File: src/rtl/vga_timing_gen_if.sv
//==============================================================================
// Module      : vga_intf
// Description : VGA timing/pixel bundle passed along the overlay pipeline.
//               The timing source drives the out modport; draw stages take in.
// Revision    : 1.0 - initial release
//==============================================================================
`default_nettype none

interface vga_intf;
    logic [10:0] hcount;
    logic [10:0] vcount;
    logic        hsync;
    logic        vsync;
    logic        hblnk;
    logic        vblnk;
    logic [11:0] rgb;

    modport out (output hcount, vcount, hsync, vsync, hblnk, vblnk, rgb);
    modport in  (input  hcount, vcount, hsync, vsync, hblnk, vblnk, rgb);
endinterface

`default_nettype wire

File: src/rtl/vga_timing_gen.sv
//==============================================================================
// Module      : vga_timing_gen
// Description : VGA raster timing source. Produces registered counts, syncs,
//               blanking, base rgb, frame/line strobes and a frame counter.
//               All flags are decoded from the next-count values so that every
//               signal presented in a cycle describes the same pixel.
//               Optional macro VGA_TIMING_TEST_PATTERN_EN: when defined, the
//               visible area shows eight vertical colour bars; otherwise
//               visible rgb is black and the next stage supplies background.
// Revision    : 1.0 - initial release
//==============================================================================
`default_nettype none

module vga_timing_gen #(
    parameter int   H_ACTIVE  = 800,
    parameter int   H_FP      = 40,
    parameter int   H_SYNC    = 128,
    parameter int   H_BP      = 88,
    parameter int   V_ACTIVE  = 600,
    parameter int   V_FP      = 1,
    parameter int   V_SYNC    = 4,
    parameter int   V_BP      = 23,
    parameter logic HSYNC_POL = 1'b1,
    parameter logic VSYNC_POL = 1'b1
) (
    input  logic        clk,
    input  logic        rst_n,
    input  logic        en,
    input  logic        resync,
    output logic        frame_start,
    output logic        line_start,
    output logic [15:0] frame_cnt,
    vga_intf.out        vga_out
);

    localparam logic [10:0] c_H_LAST     = 11'(H_ACTIVE + H_FP + H_SYNC + H_BP - 1);
    localparam logic [10:0] c_V_LAST     = 11'(V_ACTIVE + V_FP + V_SYNC + V_BP - 1);
    localparam logic [10:0] c_H_ACT      = 11'(H_ACTIVE);
    localparam logic [10:0] c_V_ACT      = 11'(V_ACTIVE);
    localparam logic [10:0] c_HS_START   = 11'(H_ACTIVE + H_FP);
    localparam logic [10:0] c_HS_END     = 11'(H_ACTIVE + H_FP + H_SYNC);
    localparam logic [10:0] c_VS_START   = 11'(V_ACTIVE + V_FP);
    localparam logic [10:0] c_VS_END     = 11'(V_ACTIVE + V_FP + V_SYNC);
`ifdef VGA_TIMING_TEST_PATTERN_EN
    localparam int          c_BAR_W      = H_ACTIVE / 8;
`endif

    logic [10:0] r_hcount;
    logic [10:0] r_vcount;
    logic        r_hsync;
    logic        r_vsync;
    logic        r_hblnk;
    logic        r_vblnk;
    logic [11:0] r_rgb;
    logic        r_frame_start;
    logic        r_line_start;
    logic [15:0] r_frame_cnt;

    logic [10:0] w_hcount_nxt;
    logic [10:0] w_vcount_nxt;
    logic        w_frame_inc;
    logic        w_hsync_nxt;
    logic        w_vsync_nxt;
    logic        w_hblnk_nxt;
    logic        w_vblnk_nxt;
    logic [11:0] w_rgb_nxt;
`ifdef VGA_TIMING_TEST_PATTERN_EN
    logic [2:0]  w_bar;
`endif

    // Next raster position: resync jumps to the origin, otherwise advance when enabled
    always_comb begin
        w_hcount_nxt = r_hcount;
        w_vcount_nxt = r_vcount;
        w_frame_inc  = 1'b0;
        if (resync) begin
            w_hcount_nxt = '0;
            w_vcount_nxt = '0;
        end else if (en) begin
            if (r_hcount == c_H_LAST) begin
                w_hcount_nxt = '0;
                if (r_vcount == c_V_LAST) begin
                    w_vcount_nxt = '0;
                    w_frame_inc  = 1'b1;
                end else begin
                    w_vcount_nxt = r_vcount + 11'd1;
                end
            end else begin
                w_hcount_nxt = r_hcount + 11'd1;
            end
        end
    end

    // Decode syncs, blanking and base colour from the next position
    always_comb begin
        w_hblnk_nxt = (w_hcount_nxt >= c_H_ACT);
        w_vblnk_nxt = (w_vcount_nxt >= c_V_ACT);
        w_hsync_nxt = ((w_hcount_nxt >= c_HS_START) && (w_hcount_nxt < c_HS_END))
                      ? HSYNC_POL : ~HSYNC_POL;
        w_vsync_nxt = ((w_vcount_nxt >= c_VS_START) && (w_vcount_nxt < c_VS_END))
                      ? VSYNC_POL : ~VSYNC_POL;
        w_rgb_nxt   = 12'h000;
`ifdef VGA_TIMING_TEST_PATTERN_EN
        // Bar index is the number of bar boundaries at or left of the pixel;
        // bit 2/1/0 of the index select the red/green/blue nibble.
        w_bar = 3'd0;
        for (int i = 1; i < 8; i++) begin
            if (int'(w_hcount_nxt) >= i * c_BAR_W) begin
                w_bar = 3'(i);
            end
        end
        if (!w_hblnk_nxt && !w_vblnk_nxt) begin
            w_rgb_nxt = {{4{w_bar[2]}}, {4{w_bar[1]}}, {4{w_bar[0]}}};
        end
`endif
    end

    // Output registers: update on enable or resync, hold otherwise
    always_ff @(posedge clk or negedge rst_n) begin
        if (!rst_n) begin
            r_hcount      <= '0;
            r_vcount      <= '0;
            r_hsync       <= ~HSYNC_POL;
            r_vsync       <= ~VSYNC_POL;
            r_hblnk       <= 1'b0;
            r_vblnk       <= 1'b0;
            r_rgb         <= 12'h000;
            r_frame_start <= 1'b1;
            r_line_start  <= 1'b1;
            r_frame_cnt   <= '0;
        end else if (resync || en) begin
            r_hcount      <= w_hcount_nxt;
            r_vcount      <= w_vcount_nxt;
            r_hsync       <= w_hsync_nxt;
            r_vsync       <= w_vsync_nxt;
            r_hblnk       <= w_hblnk_nxt;
            r_vblnk       <= w_vblnk_nxt;
            r_rgb         <= w_rgb_nxt;
            r_frame_start <= (w_hcount_nxt == 11'd0) && (w_vcount_nxt == 11'd0);
            r_line_start  <= (w_hcount_nxt == 11'd0);
            r_frame_cnt   <= r_frame_cnt + {15'd0, w_frame_inc};
        end
    end

    assign vga_out.hcount = r_hcount;
    assign vga_out.vcount = r_vcount;
    assign vga_out.hsync  = r_hsync;
    assign vga_out.vsync  = r_vsync;
    assign vga_out.hblnk  = r_hblnk;
    assign vga_out.vblnk  = r_vblnk;
    assign vga_out.rgb    = r_rgb;
    assign frame_start    = r_frame_start;
    assign line_start     = r_line_start;
    assign frame_cnt      = r_frame_cnt;

endmodule

`default_nettype wire
File: src/flat_wrapper.sv
// flat-port wrapper written by rule: the top's interface ports become plain ports
module vga_timing_gen_flat 
#(
    parameter int   H_ACTIVE  = 800,
    parameter int   H_FP      = 40,
    parameter int   H_SYNC    = 128,
    parameter int   H_BP      = 88,
    parameter int   V_ACTIVE  = 600,
    parameter int   V_FP      = 1,
    parameter int   V_SYNC    = 4,
    parameter int   V_BP      = 23,
    parameter logic HSYNC_POL = 1'b1,
    parameter logic VSYNC_POL = 1'b1
)
  (clk, rst_n, en, resync, frame_start, line_start, frame_cnt, vga_out_hcount, vga_out_vcount, vga_out_hsync, vga_out_vsync, vga_out_hblnk, vga_out_vblnk, vga_out_rgb);
  vga_intf vga_out_i ();
  input  logic clk;
  input  logic rst_n;
  input  logic en;
  input  logic resync;
  output logic frame_start;
  output logic line_start;
  output logic [15:0] frame_cnt;
  output wire logic [$bits(vga_out_i.hcount)-1:0] vga_out_hcount;
  output wire logic [$bits(vga_out_i.vcount)-1:0] vga_out_vcount;
  output wire logic [$bits(vga_out_i.hsync)-1:0] vga_out_hsync;
  output wire logic [$bits(vga_out_i.vsync)-1:0] vga_out_vsync;
  output wire logic [$bits(vga_out_i.hblnk)-1:0] vga_out_hblnk;
  output wire logic [$bits(vga_out_i.vblnk)-1:0] vga_out_vblnk;
  output wire logic [$bits(vga_out_i.rgb)-1:0] vga_out_rgb;
  assign vga_out_hcount = vga_out_i.hcount;
  assign vga_out_vcount = vga_out_i.vcount;
  assign vga_out_hsync = vga_out_i.hsync;
  assign vga_out_vsync = vga_out_i.vsync;
  assign vga_out_hblnk = vga_out_i.hblnk;
  assign vga_out_vblnk = vga_out_i.vblnk;
  assign vga_out_rgb = vga_out_i.rgb;
  vga_timing_gen #(.H_ACTIVE(H_ACTIVE), .H_FP(H_FP), .H_SYNC(H_SYNC), .H_BP(H_BP), .V_ACTIVE(V_ACTIVE), .V_FP(V_FP), .V_SYNC(V_SYNC), .V_BP(V_BP), .HSYNC_POL(HSYNC_POL), .VSYNC_POL(VSYNC_POL)) u_core (.clk(clk), .rst_n(rst_n), .en(en), .resync(resync), .frame_start(frame_start), .line_start(line_start), .frame_cnt(frame_cnt), .vga_out(vga_out_i));
endmodule
File: config.mk
export PLATFORM = sky130hd
export DESIGN_NAME = vga_timing_gen_flat
export DESIGN_NICKNAME = d
export VERILOG_FILES = /design/src/rtl/vga_timing_gen_if.sv /design/src/rtl/vga_timing_gen.sv /design/src/flat_wrapper.sv
export SDC_FILE = /design/constraint.sdc
export NUM_CORES = 1
export LEC_CHECK = 0
export CAP_MARGIN = 25
export CORE_MARGIN = 5
export CORE_UTILIZATION = 50
export DETAILED_ROUTE_END_ITERATION = 12
export DONT_BUFFER_PORTS = 1
export PLACE_DENSITY = 0.65
export SLEW_MARGIN = 20
export SYNTH_ARGS = -nofsm -noshare
export SYNTH_HDL_FRONTEND = slang
export SYNTH_SLANG_ARGS = --single-unit
File: constraint.sdc
create_clock -name clk -period 2.43 [get_ports clk]
set_input_delay 0.729 -clock clk [delete_from_list [all_inputs] [get_ports clk]]
set_output_delay 0.729 -clock clk [all_outputs]
set_load 0.02 [all_outputs]
# After elaboration in Yosys (flattened, before gate mapping)

Cells that the tools add are included.

Flip-flop bits (word level): 44
Memories: 0
Bits in writable memories: 0
Word-level logic and storage cells: 39
Output and inout bits: 56
Bits in latches: 0
Bits in read-only memories: 0

Muxes and demuxes: 13
Magnitude comparators: 6
Add/subtract/negate cells: 3
Bitwise logic cells: 0
Shifts and indexed selects: 0
Reductions and logical operators: 6
Div/mod/pow operators: 0
Eq/ne operators: 2
$mul: 0

Operator list:

| operator              | count |
|---|---|
| $mux 11               | 7 |
| $ge 11x10->1 const B  | 4 |
| $add 11x1->11 const B | 2 |
| $logic_not 11->1      | 2 |
| $lt 11x10->1 const B  | 2 |
| $add 16x1->16         | 1 |
| $eq 11x10->1 const B  | 1 |
| $eq 11x11->1 const B  | 1 |
| $mux 1                | 6 |
| $logic_and 1x1->1     | 3 |
| $logic_or 1x1->1      | 1 |

# Longest topological paths before layout

Gate-level depths: netlist (run 1).

Depth in word-level cells: 8
Gate-level depth with buffers: 11
Mapped depth without buffers: 10

# Worst setup path after synthesis (run 1)

OpenSTA, ideal clock, no wires.

Kind: reg2reg
Start: register u_core.r_hcount[5], in the netlist u_core.vga_out.hcount[5]
End: register u_core.r_vblnk, in the netlist u_core.vga_out.vblnk
Arrival: 2593 ps
Path buffers: 1
Period minus slack after synthesis: 2719 ps
Stages on the path, launching flop included: 9
Path slack: -289 ps
Cell sequence: dfrtp_1 -> or4b_4 -> nor3_4 -> and2_1 -> buf_4 -> o21ai_1 -> a211o_1 -> o21ba_1 -> o32a_1

Word-level cells in the longest chain between the ends: 5

RTL lines:

| item                   | RTL line              | source |
|---|---|---|
| from (decl)            | vga_timing_gen.sv:48  | `logic [10:0] r_hcount;` |
| from (signal assigned) | vga_timing_gen.sv:132 | `r_hcount <= w_hcount_nxt;` |
| $eq 11x11->1           | vga_timing_gen.sv:80  | `if (r_hcount == c_H_LAST) begin` |
| $mux 11                | vga_timing_gen.sv:80  |  |
| $mux 11                | vga_timing_gen.sv:79  | `end else if (en) begin` |
| $mux 11                | vga_timing_gen.sv:76  | `if (resync) begin` |
| $ge 11x10->1           | vga_timing_gen.sv:97  | `w_vblnk_nxt = (w_vcount_nxt >= c_V_ACT);` |
| to (signal assigned)   | vga_timing_gen.sv:137 | `r_vblnk <= w_vblnk_nxt;` |
| to (decl)              | vga_timing_gen.sv:53  | `logic r_vblnk;` |

Every way passes these cells.
A chain may end at the register's enable or synchronous reset.

# Worst setup path after layout (run 1)

Start: register u_core.r_hcount[6], in the netlist u_core.vga_out.hcount[6]
End: register u_core.r_vblnk, in the netlist u_core.vga_out.vblnk

The elaborated chain is that of the path after synthesis.

==> flow_summary.json, run 1 <==
{
  "powerDensity_nw_per_um2": 414.6,
  "vdd_drop_max_mv": 0.3030,
  "clk_pin_slew_ns": 0.09,
  "synth_seq_cells": 44,
  "cp_top_family": "simple AND/OR/NAND/NOR gates",
  "use_met1_pct": 28.31,
  "synth.top_cell.area_share_pct": 39.16,
  "cts_root_buffer": "clkbuf_8",
  "final_nets": 382,
  "reg2reg_from": "u_core.vga_out.hcount[6]$_DFFE_PN0P_",
  "cp_max_fo": 6,
  "fin_crit_ns": 2.572,
  "synthMuxAreaShare_pct": 0.7925,
  "numCtsBuffers": 5,
  "synth_simple_gate_area_share_pct": 27.69,
  "dpl.hpwl_um": 5617,
  "diodes": 0,
  "drc_errors": 0,
  "cts_tree": "built",
  "vias": 2528,
  "std_cell_rows": 26,
  "ys_types": 54,
  "cp.arrival_ns": 2.76,
  "fin_ws_ns": -0.1419,
  "leakage_uw": 0.001676,
  "drt_iter0_drc": 175,
  "syn_area_um2": 2684,
  "grt_max_degree": 45,
  "final_cells": 445,
  "rsz0062_at_grt": "true",
  "io_pins": 60,
  "r2r_end": "u_core.vga_out.vblnk$_DFFE_PN0P_",
  "grt_use_met2_pct": 36.30,
  "layout-drive-gt1-share_pct": 32.53,
  "synth_top_family_by_area": "simple AND/OR/NAND/NOR gates",
  "synth_compound_area_share_pct": 13.71,
  "status": "finished, violations left",
  "synthAdderAreaFrac_pct": 1.865,
  "cts_buffer_depth": 2,
  "clock-skew-final_ns": 0.004775,
  "synth-edff-count": 0,
  "path_buf_inv": 1,
  "area_growth_pct": 32.31,
  "violations": "negative setup slack",
  "yosysWarnings": 0,
  "cap_violations": 0,
  "ys_seq_area_share_pct": 41.12,
  "hold_violations": 0,
  "cp-end-kind": "flop",
  "routedWlPerCell_um": 17.42,
  "crit_required_ns": 2.62,
  "synthTopCellsByArea": "dfrtp_1 39%, xnor2_1 5.2%, nor2_1 5.0%",
  "final.setup.tns_ns": -0.5968,
  "postCtsHoldBufs": 0,
  "fmax_ghz": 0.3888,
  "grtUsageTotal_pct": 22.15,
  "syn_area_per_cell_um2": 9.006,
  "cts.sinks": 44,
  "die_width_um": 83.27,
  "synth-main-ff-cell": "dfrtp_1",
  "async_reset_ff_share_pct": 100.0,
  "top_usage_layer": "met2",
  "crit_chain": "or4b_4 > nor3_4 > buf_4 > and2_4 > o21ai_2 > a211o_1 > o21ba_1 > o32a_1",
  "met3_usage_pct": 6.931,
  "report.final.slew_viol_count": 0,
  "htree_levels": 2,
  "drt-total-wl_um": 7752,
  "initial_utilization_pct": 51.89,
  "start_kind": "flop",
  "antenna_left": 0,
  "place.gp.congestion": 0.8730,
  "critPathSlowestCell": "or4b_4",
  "syn-instance-count": 298,
  "critical_path_depth": 8,
  "io_buffers": 0,
  "worstSetupPathType": "reg2reg",
  "dieArea_um2": 6933,
  "grt_pass1_wl_um": 12480,
  "rrSetupSlack_ns": -0.14,
  "core-area_um2": 5172,
  "synth-xor-area-share_pct": 8.485,
  "synth_top_area_cell": "dfrtp_1",
  "antenna_found_initial": 0,
  "clock_latency_ns": 0.30,
  "dp_cells": 422,
  "cp_slowest_stage_delay_ns": 0.57,
  "hold_class": "in2async",
  "finalCritPeriodShare_pct": 105.8,
  "routed_via_density": 5.681,
  "r2r_cells": 8,
  "grt_overflow_total": 0,
  "grt_pass1_vias": 2466,
  "dr.pass1.iters": 4,
  "setup_viol": 9,
  "die-height_um": 83.27
}
[synthesized netlist by cell type (all sizes together), types with 2 or more instances]
cell	instances
nand2	32
nand3b	3
o2bb2ai	4
and2	4
o21ai	12
nor4	4
inv	7
nor4b	3
a31oi	2
a31o	2
a32o	2
ha	4
buf	14
nand4	13
dfstp	2
and4	6
xnor2	16
xor2	10
dfrtp	42
nor2b	3
nor3	10
o31ai	3
nand3	7
clkbuf	9
nor2	36
a21oi	13
a21o	2
and3	11
[what timing repair did]
item | 4_1_cts | 5_1_grt
endpoints found under the setup margin | 15 | 16
buffers inserted | 9 | 7
resized for setup | 11 | 12
pin swaps | 9 | 15
[worst reg2reg max path: cells and delay by family (launching register included)]
family          cells  cell delay (ns)
flops               1             0.42
compound gates      4             0.88
buf+inv             1             0.17
simple gates        3             0.99
[how the worst max path moves through the flow]
stage                                               startpoint                               end  slack [ns]
final                     u_core.vga_out.hcount[6]$_DFFE_PN0P_  u_core.vga_out.vblnk$_DFFE_PN0P_       -0.14
after global routing      u_core.vga_out.hcount[0]$_DFFE_PN0P_    u_core.frame_start$_DFFE_PN1P_       -0.19
after CTS                 u_core.vga_out.hcount[5]$_DFFE_PN0P_  u_core.vga_out.vsync$_DFFE_PN0P_       -0.16
after detailed placement  u_core.vga_out.hcount[6]$_DFFE_PN0P_  u_core.frame_cnt[10]$_DFFE_PN0P_       -0.16
after global placement    u_core.vga_out.hcount[5]$_DFFE_PN0P_  u_core.frame_cnt[12]$_DFFE_PN0P_       -0.14
after floorplan           u_core.vga_out.hcount[6]$_DFFE_PN0P_  u_core.vga_out.vblnk$_DFFE_PN0P_       -0.14
[layer usage]
layer / part of all wire (%) / up-vias / wire length [µm]
met2: 49 / 87 / 3766
li1: - / 1194 / -
met4: 1.5 / 0 / 116
met3: 7.7 / 12 / 599
met1: 42 / 1235 / 3269
met5: 0 / - / 0
[cells by family after synthesis]
group | Yosys count
simple gates | 139
compound gates | 51
flops | 44
buf+inv | 31
xor+xnor | 26
fa+ha+maj | 4
mux | 2
other cells | 1
[cells in the final DEF (no fill, tap or decap), drive strengths merged, types with 11 or more instances in the layout]
cell type	netlist	final
o21ai	12	12
nand4	13	13
a21oi	13	13
conb	1	12
and3	11	11
nor2	36	36
xnor2	16	16
nand2	32	32
dfrtp	42	42
buf	14	81
[stage by stage]
| step | setup slack [ns] | util (%) | hold slack [ns] | area [µm²] | power, µW |
|---|---|---|---|---|---|
| floorplan | -0.1442 | - | 0.4334 | 2755 | 860.7 |
| global placement | -0.1437 | 61.80 | 0.4349 | 3197 | 866.7 |
| detailed placement | -0.1631 | 61.80 | 0.4349 | 3197 | 868.5 |
| finish | -0.1419 | 68.65 | 0.1086 | 3551 | 1472 |
| global route | -0.1920 | 68.65 | 0.08556 | 3551 | 1532 |
| CTS | -0.1596 | 66.52 | 0.09925 | 3441 | 1489 |
[power breakdown]
part           switching, µW  internal, µW  total [µW]
clock                    273           337         609
sequential              24.4           747         772
combinational           56.8          34.6        91.4
total                    354          1120        1470
[sequential cells by signal, indices dropped and copies added, names as in the netlist]
name / count
u_core.vga_out.hblnk: 1
u_core.line_start: 1
u_core.frame_start: 1
u_core.vga_out.vblnk: 1
u_core.frame_cnt: 16
u_core.vga_out.hsync: 1
u_core.vga_out.vcount: 11
u_core.vga_out.vsync: 1
u_core.vga_out.hcount: 11
[cell type report]
| cell class | count | area [µm²] |
|---|---|---|
| Timing Repair Buffer | 81 | 608.1 |
| Inverter | 8 | 30.03 |
| Sequential cell | 44 | 1106 |
| Multi-Input combinational cell | 234 | 1598 |
| Tap cell | 70 | 87.58 |
| Clock inverter | 2 | 38.79 |
| Fill cell | 399 | 1622 |
| Clock buffer | 6 | 82.58 |
(Power assumes the default switching activity.)
==> run 2, diff against run 1 <==
--- a/config.mk
+++ b/config.mk
@@ -7,10 +7,11 @@
 export LEC_CHECK = 0
 export CAP_MARGIN = 25
 export CORE_MARGIN = 5
-export CORE_UTILIZATION = 50
+export CORE_UTILIZATION = 35
+export CTS_BUF_LIST = sky130_fd_sc_hd__clkbuf_8
 export DETAILED_ROUTE_END_ITERATION = 12
 export DONT_BUFFER_PORTS = 1
-export PLACE_DENSITY = 0.65
+export PLACE_DENSITY = 0.48
 export SLEW_MARGIN = 20
 export SYNTH_ARGS = -nofsm -noshare
 export SYNTH_HDL_FRONTEND = slang
==> constraint.sdc (replaced) <==
create_clock -name clk -period 2.24 [get_ports clk]
set_input_delay 0.672 -clock clk [delete_from_list [all_inputs] [get_ports clk]]
set_output_delay 0.672 -clock clk [all_outputs]
set_load 0.02 [all_outputs]
==> run 2 against run 1 <==
Against the previous run:
- first-iteration DRC count is 35% lower
- global-route usage is 5.2 points lower
- clock power is 18% higher
- sequential power is 8.5% higher
- hold slack worse by 0.046 ns
- largest power group unchanged
- the flow still finishes with violations (negative setup slack)
- register-to-register slack worse by 0.22 ns
- highest routed layer unchanged
==> flow_summary.json, run 2 (synthesis results as in run 1) <==
{
  "final_nets": 394,
  "grt_overflow_total": 0,
  "cts_buffer_depth": 2,
  "status": "finished, violations left",
  "reg2reg_from": "u_core.vga_out.hcount[5]$_DFFE_PN0P_",
  "crit_start": "u_core.vga_out.hcount[5]$_DFFE_PN0P_",
  "largest_register_ffs": 16,
  "start_kind": "flop",
  "htree_levels": 2,
  "cts_tree": "built",
  "core-area_um2": 7607,
  "antenna_found_initial": 0,
  "hold_violations": 0,
  "initial_utilization_pct": 35.28,
  "cp_max_fo": 5,
  "hold_class": "in2async",
  "antenna_left": 0,
  "fin_ws_ns": -0.3613,
  "p_sw_uw": 367.2,
  "r2r_cells": 8,
  "drc_errors": 0,
  "seqPwrFrac_pct": 50.4,
  "switching_share_pct": 22.11,
  "place.gp.congestion": 0.8493,
  "fmax_ghz": 0.3844,
  "postCtsHoldBufs": 0,
  "layout_common_cells": "87 x buf_4, 40 x dfrtp_1, 28 x nand2_1",
  "report.final.slew_viol_count": 0,
  "powerDensity_nw_per_um2": 435.6,
  "dieArea_um2": 9519,
  "die_width_um": 97.57,
  "cap_violations": 0,
  "cts_root_buffer": "clkbuf_8",
  "fin_crit_ns": 2.601,
  "clock-skew-final_ns": 0.002889,
  "io_buffers": 0,
  "dp_slack_ns": -0.4580,
  "cp-end-kind": "flop",
  "cp.arrival_ns": 2.79,
  "dpl.hpwl_um": 6086,
  "internal-power_uw": 1294,
  "dr.pass1.iters": 4,
  "post-route-util_pct": 50.12,
  "grtUsageTotal_pct": 16.95,
  "grt_max_degree": 45,
  "die-height_um": 97.57,
  "finalCritPeriodShare_pct": 116.1,
  "numCtsBuffers": 5,
  "drt_iter0_drc": 114,
  "clock_latency_ns": 0.29,
  "std_cell_rows": 32,
  "violations": "negative setup slack",
  "diodes": 0,
  "cts.sinks": 44,
  "pwr-share-clk_pct": 43.2,
  "grt_pass1_vias": 2439,
  "rsz0062_at_grt": "true",
  "drt-total-wl_um": 8041,
  "vdd_drop_max_mv": 0.1788,
  "combPwrFrac_pct": 6.3,
  "layout-drive-gt1-share_pct": 38.50,
  "worstSetupPathType": "reg2reg",
  "vias": 2497,
  "leakage_uw": 0.001767,
  "routed_via_density": 5.106,
  "setup_viol": 16,
  "io_pins": 60,
  "crit_required_ns": 2.42,
  "area_growth_pct": 42.05,
  "mostFrequentLayoutCell": "buf_4",
  "routedWlPerCell_um": 16.44,
  "grt_pass1_wl_um": 13150,
  "clk_pin_slew_ns": 0.08
}
run 2: changes by cell type in the layout (fill, tap and decap cells not counted), sizes merged:
cell    before  now
bufinv       1    2
clkinv       2    1
clkbuf       6    5
buf         81   93
inv          7    8
run 2: worst max-delay path, cell delays in order (launching register included):
cell and delay [ns]:
dfrtp_2 0.43, or4b_4 0.58, nor3_4 0.22, buf_6 0.16
and4_4 0.23, o21ai_2 0.05, a211o_1 0.32, o21ba_1 0.19
o32a_1 0.31
run 2: through the flow:
step / TNS (ns) / hold WS [ns] / cell area [µm²] / std cells / total power (µW)
2_1_floorplan: -2.643 / 0.3764 / 2760 / 309 / 933.7
3_3_place_gp: -3.506 / 0.3777 / 3354 / 469 / 946.4
3_5_place_dp: -4.623 / 0.3780 / 3354 / 469 / 947.1
4_1_cts: -3.526 / 0.04480 / 3611 / 483 / 1690
5_1_grt: -4.699 / 0.03495 / 3812 / 489 / 1749
6_report: -2.869 / 0.06254 / 3812 / 489 / 1661
run 2: cell type report:
| cell class | instances | area (µm²) |
|---|---|---|
| Clock buffer | 5 | 68.82 |
| Clock inverter | 3 | 63.81 |
| Fill cell | 740 | 3795 |
| Inverter | 8 | 30.03 |
| Multi-Input combinational cell | 234 | 1695 |
| Sequential cell | 44 | 1106 |
| Tap cell | 102 | 127.6 |
| Timing Repair Buffer | 93 | 720.7 |
run 2: path summary, 6_finish.rpt:
kind / to / slack (ns)
setup / recovery: u_core.vga_out.vblnk$_DFFE_PN0P_ / -0.36
hold / removal: u_core.vga_out.vcount[10]$_DFFE_PN0P_ / 0.06
setup reg to reg: u_core.vga_out.vblnk$_DFFE_PN0P_ / -0.36
hold reg to reg: u_core.line_start$_DFFE_PN1P_ / 0.58
max in group asynchronous: u_core.line_start$_DFFE_PN1P_ / 2.00
min in group clk: u_core.vga_out.hcount[2]$_DFFE_PN0P_ / 0.44
run 2: layer usage:
layer	share of wire [%]	GRT usage, %	wire, µm	up-vias
met2	49	27.25	3957	66
met3	5.5	3.877	439	7
li1	-	-	-	1213
met4	0.52	3.940	42	0
met5	0	0	0	-
met1	45	23.17	3602	1211
run 2: power groups by stage:
stage	Combinational [µW]	Clock, µW	Sequential [µW]
after floorplan	82.2	0	851
after global placement	95.2	0	851
after detailed placement	95.7	0	851
after CTS	102	752	836
after global routing	117	792	841
final	105	718	838
run 2: repair_timing:
item | 4_1_cts | 5_1_grt
hold endpoints to repair | 0 | 0
setup buffers | 6 | 7
pin swaps | 11 | 17
endpoints found under the setup margin | 20 | 23
gates resized for setup | 17 | 41
gates cloned | 0 | 0
==> run 3, diff against run 2 <==
--- a/config.mk
+++ b/config.mk
@@ -11,7 +11,7 @@
 export CTS_BUF_LIST = sky130_fd_sc_hd__clkbuf_8
 export DETAILED_ROUTE_END_ITERATION = 12
 export DONT_BUFFER_PORTS = 1
-export PLACE_DENSITY = 0.48
+export PLACE_DENSITY = 0.46
 export SLEW_MARGIN = 20
 export SYNTH_ARGS = -nofsm -noshare
 export SYNTH_HDL_FRONTEND = slang
==> constraint.sdc (replaced) <==
create_clock -name clk -period 2.6 [get_ports clk]
set_input_delay 0.78 -clock clk [delete_from_list [all_inputs] [get_ports clk]]
set_output_delay 0.78 -clock clk [all_outputs]
set_load 0.02 [all_outputs]
==> run 3 against run 2 <==
Against the previous run:
- the run now ends clean
- final cell count is 6.1% lower
- register-to-register slack better by 0.44 ns
- die area unchanged
- clock power fell by 24%
- clock skew rose by 0.0040 ns
- setup slack better by 0.44 ns
- sequential power down 14%
- non-clock buffer count is 30 lower
- core utilization down 5.4 points
- largest cell class unchanged
- largest power group unchanged
==> flow_summary.json, run 3 (synthesis results as in run 1) <==
{
  "status": "completed",
  "dp_slack_ns": 0.003104,
  "routedWlPerCell_um": 16.54,
  "drc_errors": 0,
  "layout_common_cells": "61 x buf_4, 40 x dfrtp_1, 31 x nand2_1",
  "finalCritPeriodShare_pct": 96.82,
  "powerDensity_nw_per_um2": 394.6,
  "vdd_drop_max_mv": 0.2204,
  "layout-drive-gt1-share_pct": 29.41,
  "setup_viol": 0,
  "r2r_end": "u_core.vga_out.vblnk$_DFFE_PN0P_",
  "place.gp.congestion": 0.8914,
  "grt_overflow_total": 0,
  "area_growth_pct": 26.85,
  "dp_cells": 445,
  "cts_tree": "built",
  "grt_max_degree": 45,
  "leakage_uw": 0.001587,
  "diodes": 0,
  "die-height_um": 97.57,
  "dieArea_um2": 9519,
  "vias": 2398,
  "dpl.hpwl_um": 5752,
  "fin_crit_ns": 2.517,
  "htree_levels": 2,
  "report.final.slew_viol_count": 0,
  "start_kind": "flop",
  "combPwrFrac_pct": 5.7,
  "crit_required_ns": 2.79,
  "r2r_cells": 7,
  "die_width_um": 97.57,
  "fmax_ghz": 0.3972,
  "fin_hold_ws_ns": 0.1583,
  "cp.arrival_ns": 2.71,
  "cap_violations": 0,
  "worstSetupPathType": "reg2reg",
  "cp-end-kind": "flop",
  "drt_iter0_drc": 140,
  "pwr-share-clk_pct": 40.8,
  "mostFrequentLayoutCell": "buf_4",
  "crit_start": "u_core.vga_out.hcount[5]$_DFFE_PN0P_",
  "std_cell_rows": 32,
  "fin_ws_ns": 0.08260,
  "io_pins": 60,
  "p_sw_uw": 330.0,
  "initial_utilization_pct": 35.28,
  "reg2reg_from": "u_core.vga_out.hcount[5]$_DFFE_PN0P_",
  "largest_register_ffs": 16,
  "numCtsBuffers": 5,
  "drt-total-wl_um": 7591,
  "core-area_um2": 7607,
  "cts.sinks": 44,
  "dr.pass1.iters": 4,
  "clock-skew-final_ns": 0.006923,
  "antenna_found_initial": 0,
  "total_power_uw": 1343,
  "rsz0062_at_grt": "true",
  "slew_headroom_pct": 64.04,
  "clock_latency_ns": 0.30,
  "clk_pin_slew_ns": 0.09,
  "grt_pass1_wl_um": 12680,
  "cp_max_fo": 6,
  "cts_root_buffer": "clkbuf_8",
  "hold_class": "in2async",
  "io_buffers": 0,
  "seqPwrFrac_pct": 53.5,
  "antenna_left": 0,
  "cts_buffer_depth": 2,
  "routed_via_density": 5.224,
  "worst_pin_slew_ns": 0.5374,
  "final_cells": 459,
  "internal-power_uw": 1013,
  "rrSetupSlack_ns": 0.08,
  "grt_pass1_vias": 2411,
  "final_nets": 364,
  "switching_share_pct": 24.56,
  "crit_path_end": "u_core.vga_out.vblnk$_DFFE_PN0P_",
  "hold_violations": 0,
  "grtUsageTotal_pct": 16.46
}
run 3: cell types whose count changed in the layout (fill, tap and decap cells not counted), sizes merged:
cell / change
buf: -30
clkinv: +2
bufinv: -1
inv: -1
run 3: metrics by stage:
stage	util (%)	area, µm²	TNS, ns
after detailed placement	41.37	3147	0
after global routing	44.75	3405	-0.1851
final	44.75	3405	0
after CTS	43.11	3279	0
after global placement	41.37	3147	-0.02476
after floorplan	-	2729	-0.008094
run 3: per-layer routing:
layer  global-route usage (%)  part of all wire (%)  routed length (µm)
met3                    4.738                   9.0                 683
met5                        0                     0                   0
met2                    25.72                    45                3415
met4                    3.834                   1.3                 102
met1                    22.53                    45                3390
run 3: final cells by class:
class                      instances  area (µm²)
clock inverter                     3       47.55
tap                              102       127.6
timing repair buffer              63       480.5
clock buffer                       5       68.82
fill                             757        4203
inverter                           8       30.03
multi-input combinational        234        1544
sequential                        44        1106
run 3: critical path: stages, from the launching register on:
cell and delay (ns):
dfrtp_2 0.44, or4b_4 0.55, nor3_4 0.27, and4_4 0.29, o21ai_2 0.05, a211o_1 0.30
o21ba_1 0.20, o32a_1 0.31
run 3: how the worst min path moves through the flow:
| stage | cells after the start | slack (ns) | from | endpoint |
|---|---|---|---|---|
| floorplan | 0 | 0.48 | rst_n | u_core.frame_cnt[0]$_DFFE_PN0P_ |
| global placement | 0 | 0.49 | rst_n | u_core.vga_out.vcount[1]$_DFFE_PN0P_ |
| detailed placement | 0 | 0.49 | rst_n | u_core.vga_out.vcount[1]$_DFFE_PN0P_ |
| CTS | 0 | 0.15 | rst_n | u_core.vga_out.vcount[1]$_DFFE_PN0P_ |
| global route | 0 | 0.14 | rst_n | u_core.frame_cnt[0]$_DFFE_PN0P_ |
| finish | 0 | 0.16 | rst_n | u_core.vga_out.vcount[1]$_DFFE_PN0P_ |
run 3: what timing repair did:
item                       CTS  global route
hold buffers                 0             0
buffers inserted             1             5
pin swaps                    0             8
setup endpoints to repair    2            11
gates resized for setup      1            24
run 3: power by group through the flow:
stage	logic [µW]	registers, µW	clock network, µW
3_5_place_dp	71.2	733	0
3_3_place_gp	71.4	734	0
6_report	76.1	719	548
2_1_floorplan	70.6	733	0
5_1_grt	84.8	722	593
4_1_cts	73.3	720	571
